`config.mk`:
```
export PLATFORM = sky130hd
export DESIGN_NAME = mux4to1_rr
export DESIGN_NICKNAME = d
export VERILOG_FILES = /design/src/rtl/mux4to1_rr.sv
export SDC_FILE = /design/constraint.sdc
export NUM_CORES = 1
export LEC_CHECK = 0
export ABC_AREA = 1
export BUFFER_PORTS_ARGS = -buffer_cell sky130_fd_sc_hd__buf_2
export CAP_MARGIN = 25
export CORE_MARGIN = 3
export CORE_UTILIZATION = 28
export DETAILED_ROUTE_END_ITERATION = 8
export PLACE_DENSITY = 0.54
export SETUP_SLACK_MARGIN = 0.5
export SLEW_MARGIN = 20
export SYNTH_ARGS = -nofsm -noshare
export SYNTH_HDL_FRONTEND = slang
export SYNTH_SLANG_ARGS = --single-unit
```
`constraint.sdc`:
```
create_clock -name clk -period 3.1 [get_ports clk]
set_input_delay 0.31 -clock clk [delete_from_list [all_inputs] [get_ports clk]]
set_output_delay 0.31 -clock clk [all_outputs]
set_load 0.005 [all_outputs]
```
`src/rtl/mux4to1_rr.sv`:
```
// 4:1 valid/ready merge with packet-aware round-robin arbitration.
// Registered output tagged with the source index for a downstream demux.
module mux4to1_rr #(
  parameter int DW = 8
) (
  input  logic            clk,
  input  logic            rst,
  input  logic [3:0]      in_valid,
  input  logic [4*DW-1:0] in_data,
  input  logic [3:0]      in_last,
  output logic [3:0]      in_ready,
  output logic            out_valid,
  output logic [DW-1:0]   out_data,
  output logic            out_last,
  output logic [1:0]      out_sel,
  input  logic            out_ready,
  output logic            busy
);

  typedef enum logic {
    IDLE,
    LOCKED
  } state_t;

  state_t     state, state_n;
  logic [1:0] owner, owner_n;
  logic [1:0] rr_ptr, rr_n;

  logic          load;
  logic          gnt_vld;
  logic [1:0]    gnt_idx;
  logic          xfer;
  logic          gnt_last;
  logic [DW-1:0] gnt_data;

  assign load = !out_valid | out_ready;

  // Scan from highest to lowest priority offset; the lowest offset
  // (rr_ptr+1) is written last, so it wins.
  always_comb begin
    gnt_vld = 1'b0;
    gnt_idx = rr_ptr;
    if (state == LOCKED) begin
      gnt_vld = 1'b1;
      gnt_idx = owner;
    end else begin
      for (int k = 3; k >= 0; k--) begin
        if (in_valid[2'(rr_ptr + 2'(k) + 2'd1)]) begin
          gnt_vld = 1'b1;
          gnt_idx = 2'(rr_ptr + 2'(k) + 2'd1);
        end
      end
    end
  end

  assign gnt_data = in_data[gnt_idx*DW +: DW];
  assign gnt_last = in_last[gnt_idx];
  assign xfer     = load & gnt_vld & in_valid[gnt_idx];
  assign in_ready = (load & gnt_vld) ? (4'b0001 << gnt_idx)
                                     : 4'b0000;
  assign busy     = (state == LOCKED);

  always_comb begin
    state_n = state;
    owner_n = owner;
    rr_n    = rr_ptr;
    if (xfer) begin
      unique case (state)
        IDLE: begin
          if (gnt_last) begin
            rr_n = gnt_idx;
          end else begin
            state_n = LOCKED;
            owner_n = gnt_idx;
          end
        end
        LOCKED: begin
          if (gnt_last) begin
            state_n = IDLE;
            rr_n    = owner;
          end
        end
        default: ;
      endcase
    end
  end

  always_ff @(posedge clk) begin
    if (rst) begin
      state  <= IDLE;
      owner  <= 2'd0;
      rr_ptr <= 2'd3;
    end else begin
      state  <= state_n;
      owner  <= owner_n;
      rr_ptr <= rr_n;
    end
  end

  always_ff @(posedge clk) begin
    if (rst) begin
      out_valid <= 1'b0;
      out_data  <= '0;
      out_last  <= 1'b0;
      out_sel   <= 2'd0;
    end else if (load) begin
      out_valid <= xfer;
      if (xfer) begin
        out_data <= gnt_data;
        out_last <= gnt_last;
        out_sel  <= gnt_idx;
      end
    end
  end

endmodule

```
Yosys cells after proc, flatten, opt, wreduce, memory -nomap -nowiden
Cells that the tools add are included.

word-level totals
  bits in registers = 17
  bits of input ports = 43
  output and inout bits = 17
  word-level logic and storage cells = 58

cells by class
  add/subtract/negate cells = 6
  magnitude comparators = 5
  eq/ne operators = 2
  shift-type cells = 2
  multiplexer cells = 27
  bitwise operators = 5
  reductions and logical operators = 4

operator list
  kind                                                                   number
  32-bit by 6-bit variable part select with 8-bit output                 1
  2-bit by 3-bit < comparator with 1-bit output (second input constant)  5
  2-bit 2-to-1 mux                                                       7
  1-bit binary-select mux with 2-bit select                              6
  1-bit 2-to-1 mux                                                       12
  2-bit by 1-bit adder with 2-bit output (second input constant)         4
  3-bit AND reduction                                                    2
  2-bit adder (second input constant)                                    2
  4-bit 2-to-1 mux                                                       1
  2-bit case mux with 2 select lines                                     1
  1-bit by 2-bit left shift with 4-bit output (first input constant)     1
  1-bit bitwise AND                                                      2
  2-bit by 1-bit != test with 1-bit output (second input constant)       1
  2-bit != test (second input constant)                                  1
  1-bit NOT                                                              2
  2-bit AND reduction                                                    1
  1-bit logical NOT                                                      1
  1-bit bitwise OR                                                       1

Depth between registers and ports, before layout
Gate-level depths: netlist (run 1).

  depth in word-level cells = 13
  depth in mapped cells = 21

Worst setup path before layout (run 1)
Ideal clock, no wire load.

  kind = register to output
  start point = register rr_ptr[0]
  end point = output in_ready[0]
  data arrival time = 1.581 ns
  required time = 2.790 ns
  path slack = 1.209 ns
  stages on the path, launching flop included = 16
  buffers on the path = 3
  cells stage by stage = dfxtp_1 buf_6 nand2_1 nand2_2 nand2_1 nand2_1 nand2_1 nand2_1 nand2_1 nand2_2 nand2_4 nand2_4 buf_4 buf_6 inv_1 nor3_1

between the ends
  word-level cells in the longest chain between the ends = 11
  elaborated cells between the ends (all ways) = 27
  those cells by class = add/sub (6); shift (1); mux (19); bitwise (1)

RTL lines
  what                                                                              line    source
  start, declared                                                                   27      logic [1:0] rr_ptr, rr_n;
  start signal, assigned                                                            96      rr_ptr <= rr_n;
  2-bit adder                                                                       48, 50
  2-bit by 1-bit adder with 2-bit output                                            48, 50
  1-bit binary-select mux with 2-bit select                                         48      if (in_valid[2'(rr_ptr + 2'(k) + 2'd1)]) begin
  1-bit 2-to-1 mux (not written as such)                                            48
  2-bit 2-to-1 mux or 1-bit 2-to-1 mux (tied branches) (4 in a row)                 48
  2-bit 2-to-1 mux or 1-bit 2-to-1 mux (tied branches)                              43      if (state == LOCKED) begin
  1-bit by 2-bit left shift with 4-bit output or 1-bit bitwise AND (tied branches)  59      assign in_ready = (load & gnt_vld) ? (4'b0001 << gnt_idx)
  4-bit 2-to-1 mux *                                                                59
  end, declared                                                                     11      output logic [3:0] in_ready,

Every way passes the cells marked *; elsewhere a longest branch is shown, timed or not. The select of a mux whose other input is x is not followed.

Worst setup path after layout (run 1)
  start point = register rr_ptr[0]
  end point = output in_ready[3]

Same word-level chain as after synthesis.

==> results of run 1 <==
==> state kept, by name, indices dropped and copies added (netlist names) <==
register / flops
out_data: 8
out_sel: 2
owner: 2
rr_ptr: 2
busy: 1
out_last: 1
out_valid: 1
==> worst max-delay path, stage by stage, from the launching register on <==
cell and delay, ns:
dfxtp_2 0.38, inv_2 0.12, nand2_1 0.06, nand2_1 0.08
nand2_1 0.08, nand3_1 0.07, nand2_1 0.05, nand2_1 0.05
nand2_1 0.08, nand2_4 0.19, clkinv_2 0.24, nor3_1 0.23
buf_2 0.14
==> cell type report <==
type	count	area (um^2)
multi-input cells	173	804.5
fillers	470	2509
well taps	50	62.56
clock buffers	4	45.04
inverters	16	63.81
flip-flops and latches	17	342.8
repair buffers	64	345.3
==> layout by cell type, fill, tap and decap left out, drive strengths merged <==
cell type,n
inv,15
clkbuf,4
a21oi,7
nor2,19
nand3,30
o21ai,9
clkinv,1
nand2,93
buf,64
nand4,2
dfxtp,17
nor3,13
==> Yosys cell counts <==
| cell type | n |
|---|---|
| nand2_1 | 85 |
| nand3_1 | 29 |
| dfxtp_1 | 17 |
| nor2_1 | 17 |
| nor3_1 | 13 |
| inv_1 | 12 |
| o21ai_1 | 8 |
| a21oi_1 | 6 |
| buf_6 | 5 |
| nand2_2 | 5 |
| clkbuf_1 | 3 |
| inv_2 | 3 |
| nand2_4 | 3 |
| nand4_1 | 2 |
| a21oi_2 | 1 |
| buf_4 | 1 |
| inv_4 | 1 |
| nand3_2 | 1 |
| nor2_2 | 1 |
| nor2_4 | 1 |
| o21ai_2 | 1 |
==> layer usage <==
layer / vias to the layer above / routed length, um
li1: 806 / -
met1: 641 / 1858
met2: 35 / 1688
met3: 2 / 199
met4: 0 / 32
met5: - / 0
==> cells by family (layout without fill, tap and decap cells) <==
group | after synthesis | in the layout | share of synthesized area
and+or+nand+nor | 157 | 157 | 0.5525
AOI/OAI and AO/OA | 16 | 16 | 0.06931
buffers and inverters | 25 | 84 | 0.1089
DFF | 17 | 17 | 0.2693
==> timing repair <==
action,CTS,global route
hold endpoints to repair,0,0
setup buffers,0,5
hold buffers,0,0
setup endpoints to repair,0,21
resized for setup,0,6
==> report_power, final <==
group | switching [W] | total [W] | internal (W)
clock network | 0.0000730 | 0.000164 | 0.0000911
logic | 0.00119 | 0.00190 | 0.000711
registers | 0.0000709 | 0.000388 | 0.000317
==> worst min path at each step <==
stage	startpoint	to	depth (start not counted)
after floorplan	rst	out_sel[0]$_SDFFE_PP0P_	1
after global placement	out_sel[1]$_SDFFE_PP0P_	out_sel[1]$_SDFFE_PP0P_	2
after detailed placement	out_last$_SDFFE_PP0P_	out_last$_SDFFE_PP0P_	2
after CTS	rst	out_sel[0]$_SDFFE_PP0P_	2
after global routing	rst	out_sel[0]$_SDFFE_PP0P_	2
final	rst	out_sel[0]$_SDFFE_PP0P_	2
==> per-stage QoR <==
step / util / hold slack (ns) / instance area (um^2) / cells / total power (W)
4_1_cts: 0.3814 / 0.2866 / 1592 / 319 / 0.002209
3_3_place_gp: 0.3706 / 0.4643 / 1546 / 315 / 0.002044
3_5_place_dp: 0.3706 / 0.4625 / 1546 / 315 / 0.002033
2_1_floorplan: - / 0.3724 / 1264 / 215 / 0.001765
5_1_grt: 0.3988 / 0.3059 / 1664 / 324 / 0.002729
6_report: 0.3988 / 0.2919 / 1664 / 324 / 0.002453
==> metrics.md, run 1 <==
| Metric | Value |
|---|---|
| Worst-Margin Slew | `0.5546 ns` |
| M2 GR Usage | `0.2244` |
| Final setup viols | `0` |
| Syn. warnings | `0` |
| Layout cell share with drive strength beyond 1 | `0.3175` |
| First-pass GRT wire length | `6.354 mm` |
| Minimum clock period | `between 2 and 2.5 ns` |
| CP max FO | `17` |
| #FFs+latches synth | `17` |
| Max Cap Viol | `0` |
| Rows | `23` |
| Static Leakage | `approximately 0.95 nW` |
| DRT Wirelength | `between 3 and 4 mm` |
| DIE WIDTH | `73.18 um` |
| Peak Freq | `~0.43 GHz` |
| Initial Util | `0.3028` |
| Crit path from | `rr_ptr[0]$_SDFFE_PP1P_` |
| Worst-Skew Late Latency | `0.25 ns` |
| DR pass1 iterations | `4` |
| IO Port Bufs | `59` |
| Arr. time, crit path | `just over 2 ns` |
| Normalized max-slew margin | `0.6289` |
| Peak supply drop | `roughly 0.45 mV` |
| Status | `finished clean` |
| Net Count, Synth | `258` |
| Clk sinks | `17` |
| Drc violations | `0` |
| Reg-to-reg startpoint | `rr_ptr[0]$_SDFFE_PP1P_` |
| Final ANT Viol Nets | `0` |
| Post-Syn Area | `1264 um^2` |
| Antenna violations before repair | `0` |
| CTS H-Tree Depth | `1` |
| Worst reg2reg setup slack | `about 0.8 ns` |
| Max-slew violation count | `0` |
| Final worst-path setup slack | `~0.77 ns` |
| CTS root buffer | `clkbuf_8` |
| Final clock skew | `between 0.001 and 0.0015 ns` |
| Critical Path RT | `2.79 ns` |
| Routing usage on met1 | `0.2154` |
| Die Y | `73.18 um` |
| Routability Congestion | `between 0.8 and 0.9` |
| Setup crit start kind | `flop` |
| Total gr overflow | `0` |
| Setup Total Neg Slack | `0 ns` |
| Cells taking the most area after synthesis | `dfxtp_1 27%, nand2_1 25%, nand3_1 11%, nor3_1 5.1%, nor2_1 5.0%` |
| Fin crit share | `0.7501` |
| Distinct cell type count after synthesis | `21` |
| Avg Cell Area, Syn | `roughly 5.9 um^2` |
| Number of antenna diodes | `0` |
| Pre-CTS worst setup slack | `0.5601 ns` |
| RSZ-0062 raised after global routing | `false` |
| Hold crit path type | `input pin to flop` |
| Post-Synthesis Cells | `215` |
| Core area | `between 4000 and 5000 um^2` |
| Worst R2R Path Depth | `17` |
| Initial DRC count | `between 80 and 90` |
| Leading area contributor after synthesis | `dfxtp_1` |
| # nets final | `around 320` |
| Crit end category | `output pin` |
| Clock Path Buffers | `2` |
| Area growth syn-to-layout | `31.68%` |
| Grt peak-use layer | `met2` |
| Routing usage on met3 | `0.02617` |
| DR WL/cell | `11.66 um` |
| Detailed Place HPWL | `between 2 and 3 mm` |
| Post-synthesis sequential area ratio | `0.2693` |
| Number of global-route vias before repair | `~1.4k` |
| Pwr dens | `between 1000 and 1500 nW/um^2` |
| Cts bufs inserted | `3` |
| I/O Pins | `60` |
| RR Endpoint | `out_data[5]$_SDFFE_PP0P_` |
| Die area | `between 5000 and 6000 um^2` |
| Tot GR Track Use | `0.1481` |
| Share of the synthesized area in the top cell type | `0.2693` |
| Clock transition at the registers of the reported paths | `~0.06 ns` |
| Kind of critical path | `flop to output pin` |
| Pin count of the biggest net entering global routing | `26` |
| Worst setup path endpoint | `in_ready[3]` |
| Via count | `between 1k and 1.5k` |
| CTS tree | `yes` |
| Final Hold Fails | `0` |
| Vias per cell | `approximately 4.6` |
Power figures use the tool's default switching activity.
==> inputs of run 2 (changes only) <==
Clock period 3.1 ns to 2.2 ns, I/O delays scaled along.
==> metrics.md, run 2 (same netlist as run 1, synthesis figures left out) <==
| Metric | Value |
|---|---|
| # nets final | `332 (+4.4%)` |
| Initial Util | `0.3028 (unchanged)` |
| Most frequent cells in the layout | `74 x nand2_1, 59 x buf_2, 28 x nand3_1` |
| Vias per cell | `4.882 (+6.6%)` |
| Routability Congestion | `0.8012 (-0.93%)` |
| Max reg flops | `8 (unchanged)` |
| CTS H-Tree Depth | `1 (unchanged)` |
| Placed Area | `1647 um^2 (+6.5%)` |
| RSZ-0062 raised after global routing | `true` |
| I/O Pins | `60 (unchanged)` |
| Most used cell, CP | `nand2_1` |
| Arr. time, crit path | `2.30 ns (+0.28 ns)` |
| Via count | `1650 (+11%)` |
| Final setup viols | `0 (unchanged)` |
| Number of global-route vias before repair | `1575 (+10%)` |
| Crit-path max cell delay | `0.38 ns (about the same)` |
| Worst Hold Slack | `0.2049 ns (-0.08703 ns)` |
| Total gr overflow | `0 (unchanged)` |
| Normalized max-slew margin | `0.6462 (+0.01733)` |
| Max-slew violation count | `0 (unchanged)` |
| Final clock skew | `0.0006737 ns (-0.0006112 ns)` |
| Rows | `23 (unchanged)` |
| Commonest non-fill, non-tap cell in the layout | `nand2_1` |
| Status | `finished clean` |
| Clock transition at the registers of the reported paths | `0.07 ns (about the same)` |
| Pin count of the biggest net entering global routing | `13 (-50%)` |
| Final Hold Fails | `0 (unchanged)` |
| Slowest CP cell | `dfxtp_4` |
| DR WL/cell | `13.05 um (+12%)` |
| IO Port Bufs | `59 (unchanged)` |
| Max Cap Viol | `0 (unchanged)` |
| Setup crit start kind | `flop` |
| Antenna violations before repair | `0 (unchanged)` |
| Pre-CTS worst setup slack | `-0.01886 ns (-0.5789 ns)` |
| RR Endpoint | `out_data[3]$_SDFFE_PP0P_` |
| Critical Path RT | `2.38 ns (-0.41 ns)` |
| CP max FO | `7 (-10)` |
| DIE WIDTH | `73.18 um (unchanged)` |
| Die Y | `73.18 um (unchanged)` |
| Reg-to-reg startpoint | `rr_ptr[0]$_SDFFE_PP1P_` |
| Minimum clock period | `roughly 2.1 ns` |
| Layout Utilization | `0.4687 (+0.06987)` |
| Worst-Skew Late Latency | `0.25 ns (about the same)` |
| Depth of the worst hold-timing path | `2 (unchanged)` |
| Layout cell share with drive strength beyond 1 | `0.4618 (+0.1443)` |
| Critical path, cell by cell | `buf_6 > nor2_1 > nand2_1 > nand2_1 > nor2_2 > nand2_2 > nand2_1 > nand2_1 > nand2_2 > nand2_4 > buf_6 > nand4_1 > nand2_2 > nor2_4 > nor2_4 > buf_6 > o21ai_2 > nor2_1` |
| Fin crit share | `0.9597` |
| WHS Endpoint | `out_sel[0]$_SDFFE_PP0P_` |
| Crit end category | `flop` |
| Worst Min Path Start | `rst` |
| Core area | `4173 um^2 (unchanged)` |
| Hold crit path type | `input pin to flop` |
| Initial DRC count | `121 (+36%)` |
| DRT Wirelength | `4.411 mm (+17%)` |
| Worst-Margin Slew | `0.5301 ns (-0.02453 ns)` |
| DR pass1 iterations | `4 (unchanged)` |
| Peak Freq | `0.4736 GHz` |
| CTS tree | `yes` |
| Number of antenna diodes | `0 (unchanged)` |
| First-pass GRT wire length | `7.203 mm (+13%)` |
| Detailed Place HPWL | `3.200 mm (+9.9%)` |
| Worst R2R Path Depth | `18 (+1)` |
| Fin area | `1956 um^2 (+18%)` |
| Tot GR Track Use | `0.1691 (+0.02103)` |
| Final ANT Viol Nets | `0 (unchanged)` |
| Kind of critical path | `flop to flop` |
| Worst reg2reg setup slack | `0.09 ns (-0.71 ns)` |
| Die area | `5355 um^2 (unchanged)` |
| Clock Path Buffers | `2 (unchanged)` |
| Final worst-path setup slack | `0.08857 ns (-0.6862 ns)` |
| Cts bufs inserted | `3 (unchanged)` |
| CTS root buffer | `clkbuf_8` |
| Biggest register | `out_data` |
| Clk sinks | `17 (unchanged)` |
| Area growth syn-to-layout | `54.75%` |
| Drc violations | `0 (unchanged)` |
run 2: timing repair:
item	CTS	global route
pin swaps	2	10
endpoints found under the setup margin	21	21
hold buffers	0	0
gates resized for setup	29	21
buffers inserted	9	2
run 2: per-stage QoR:
step	std cells	setup TNS, ns
after global placement	323	-0.02294
after detailed placement	323	-0.04901
final	338	0
after CTS	336	0
after global routing	338	-0.2380
after floorplan	215	0
run 2: cell type report:
cell class	instances	area [um^2]
multi-input combinational	173	945.9
sequential	17	347.8
timing repair buffer	78	480.5
clock buffer	4	45.04
tap	50	62.56
inverter	16	73.82
fill	430	2217
run 2: critical path, delay by kind of cell, from the launching register on:
| kind | cells | cell delay (ns) |
|---|---|---|
| AO/OA/AOI/OAI | 1 | 0.06 |
| buffers and inverters | 3 | 0.41 |
| AND/OR/NAND/NOR | 14 | 1.21 |
| flip-flops | 1 | 0.38 |
run 2: routing by layer:
layer	track usage	routed length, um	vias to the layer above
met3	0.03994	307	2
met4	0.04098	19	0
met1	0.2392	2023	760
met5	0	0	-
li1	-	-	835
met2	0.2572	2061	53
run 2: how the worst max path moves through the flow:
stage,start,to
after floorplan,rr_ptr[1]$_SDFFE_PP1P_,out_data[1]$_SDFFE_PP0P_
after CTS,rr_ptr[0]$_SDFFE_PP1P_,in_ready[3]
after global routing,rr_ptr[0]$_SDFFE_PP1P_,out_data[3]$_SDFFE_PP0P_
after global placement,rr_ptr[0]$_SDFFE_PP1P_,out_data[0]$_SDFFE_PP0P_
after detailed placement,rr_ptr[0]$_SDFFE_PP1P_,out_data[4]$_SDFFE_PP0P_
final,rr_ptr[0]$_SDFFE_PP1P_,out_data[3]$_SDFFE_PP0P_
Power of run 2 is not shown: default switching activity piles up to over one toggle a cycle in this logic, so the estimate is an artifact.
==> inputs of run 3 (changes only) <==
Settings changed: CORE_UTILIZATION 28 to 46, PLACE_DENSITY 0.54 to 0.8.
==> metrics.md, run 3 (same netlist as run 1, synthesis figures left out) <==
| Metric | Value |
|---|---|
| Number of antenna diodes | `0 (unchanged)` |
| Max reg flops | `8 (unchanged)` |
| Commonest non-fill, non-tap cell in the layout | `buf_2` |
| Hold crit path type | `input pin to flop` |
| I/O Pins | `60 (unchanged)` |
| DIE WIDTH | `58.42 um (-20%)` |
| Detailed Place HPWL | `2.799 mm (-13%)` |
| Tot GR Track Use | `0.2513 (+0.08213)` |
| Multi-input logic area | `1054 um^2 (+11%)` |
| Fin crit share | `1.000 (+0.04059)` |
| Failing checks | `setup timing` |
| Crit end category | `flop` |
| CP max FO | `5 (-2)` |
| Setup crit start kind | `flop` |
| Final Hold Fails | `0 (unchanged)` |
| IO Port Bufs | `59 (unchanged)` |
| Max-slew violation count | `0 (unchanged)` |
| Initial Util | `0.4966 (+0.1937)` |
| Die area | `3412 um^2 (-36%)` |
| Via count | `1888 (+14%)` |
| Fin area | `2113 um^2 (+8.1%)` |
| Kind of critical path | `flop to flop` |
| Layout cell share with drive strength beyond 1 | `0.5433 (+0.08153)` |
| Final setup viols | `1 (+1)` |
| Die Y | `58.42 um (-20%)` |
| DR pass1 iterations | `7 (+3)` |
| DR WL/cell | `16.35 um (+25%)` |
| Vias per cell | `5.721 (+17%)` |
| Total gr overflow | `0 (unchanged)` |
| Final worst-path setup slack | `-0.0007372 ns (-0.08931 ns)` |
| Area growth syn-to-layout | `67.23%` |
| Rows | `18 (-22%)` |
| Placed Area | `1594 um^2 (-3.2%)` |
| Clock Path Buffers | `2 (unchanged)` |
| Arr. time, crit path | `2.42 ns (+0.12 ns)` |
| Number of global-route vias before repair | `1538 (-2.3%)` |
| Clock transition at the registers of the reported paths | `0.09 ns (+0.02 ns)` |
| Final ANT Viol Nets | `0 (unchanged)` |
| Worst-Skew Late Latency | `0.29 ns (+0.04 ns)` |
| First-pass GRT wire length | `6.803 mm (-5.6%)` |
| Status | `finished with violations` |
| Worst-Margin Slew | `0.4477 ns (-0.08242 ns)` |
| Cts bufs inserted | `3 (unchanged)` |
| # hold bufs at CTS | `0 (unchanged)` |
| Critical Path RT | `2.42 ns (+0.04 ns)` |
| CTS tree | `yes` |
| CTS root buffer | `clkbuf_4` |
| Register area | `347.8 um^2 (unchanged)` |
| Fill cell count | `159 (-63%)` |
| Pre-CTS worst setup slack | `0.04849 ns (+0.06734 ns)` |
| # nets final | `344 (+3.6%)` |
| Clk sinks | `17 (unchanged)` |
| Core area | `2545 um^2 (-39%)` |
| DRT Wirelength | `5.396 mm (+22%)` |
| Max Cap Viol | `0 (unchanged)` |
| Minimum clock period | `2.201 ns (+0.08931 ns)` |
| Peak Freq | `0.4544 GHz (-4.1%)` |
| Pin count of the biggest net entering global routing | `13 (unchanged)` |
| Most frequent cells in the layout | `59 x buf_2, 56 x nand2_1, 28 x nand2_2` |
| RSZ-0062 raised after global routing | `true` |
| CTS H-Tree Depth | `1 (unchanged)` |
| Normalized max-slew margin | `0.7008 (+0.05461)` |
| Antenna violations before repair | `0 (unchanged)` |
| Drc violations | `0 (unchanged)` |
| Initial DRC count | `143 (+18%)` |
| Worst Hold Slack | `0.1776 ns (-0.02722 ns)` |
| Final clock skew | `0.004730 ns (+0.004056 ns)` |
| Biggest register | `out_data` |
| Routability Congestion | `0.8580 (+7.1%)` |
==> run 3: cell types whose count changed in the layout (fill, tap and decap cells not counted), moves of 2 or more <==
cell	change
o21ai_1	+6
o21ai_2	-6
buf_6	+2
nand2_2	+14
a21oi_2	+2
nand2_4	+5
buf_4	+8
a21oi_1	-2
clkbuf_8	-3
nand3_1	-3
nand2_1	-18
nand3_4	+2
clkbuf_4	+3
==> run 3: stage by stage <==
step | std cells | utilization | TNS, ns
2_1_floorplan | 215 | - | 0
3_3_place_gp | 301 | 0.6264 | 0
4_1_cts | 324 | 0.7512 | 0
3_5_place_dp | 301 | 0.6264 | 0
5_1_grt | 330 | 0.8304 | -1.455
6_report | 330 | 0.8304 | -0.0007372
==> run 3: cell type report <==
class,instances,share of cell area
clock buffer,4,0.01243
tap,30,0.01776
timing repair buffer,89,0.2735
inverter,16,0.03316
sequential,17,0.1646
multi-input combinational,174,0.4985
==> run 3: critical path, stage by stage, from the launching register on <==
cell     delay (ns)
dfxtp_4        0.39
buf_6          0.13
nand2_2        0.07
nand2_2        0.07
nand2_1        0.08
nand2_2        0.05
nand2_2        0.08
nand2_2        0.06
nand2_2        0.06
nand2_2        0.08
nand2_4        0.14
nand2_8        0.07
buf_6          0.14
nand2_4        0.04
nand2_2        0.05
nand2_2        0.10
nand2_4        0.08
buf_4          0.14
nand2_2        0.09
nand2_1        0.07
a21oi_1        0.13
==> run 3: final timing paths <==
path | start | to | slack [ns] | depth (start not counted)
min reg2reg | out_sel[0]$_SDFFE_PP0P_ | out_sel[0]$_SDFFE_PP0P_ | 0.47 | 2
max reg2reg | rr_ptr[0]$_SDFFE_PP1P_ | busy$_SDFFE_PP0P_ | -0.0007 | 20
max | rr_ptr[0]$_SDFFE_PP1P_ | busy$_SDFFE_PP0P_ | -0.0007 | 20
min | rst | out_last$_SDFFE_PP0P_ | 0.18 | 2
==> run 3: routing by layer <==
layer	vias up	track usage	routed length, um	share of wire
met5	-	0	0	0
met4	0	0.06954	227	0.042
met3	33	0.03728	558	0.10
met2	132	0.4051	2629	0.49
met1	855	0.3477	1980	0.37
li1	868	-	-	-
==> run 3: timing repair <==
item | CTS | global route
resized for setup | 43 | 38
gates cloned | 2 | 0
buffers inserted | 17 | 6
pin swaps | 12 | 35
setup endpoints to repair | 21 | 21
Power of run 3 is left out for the same reason.
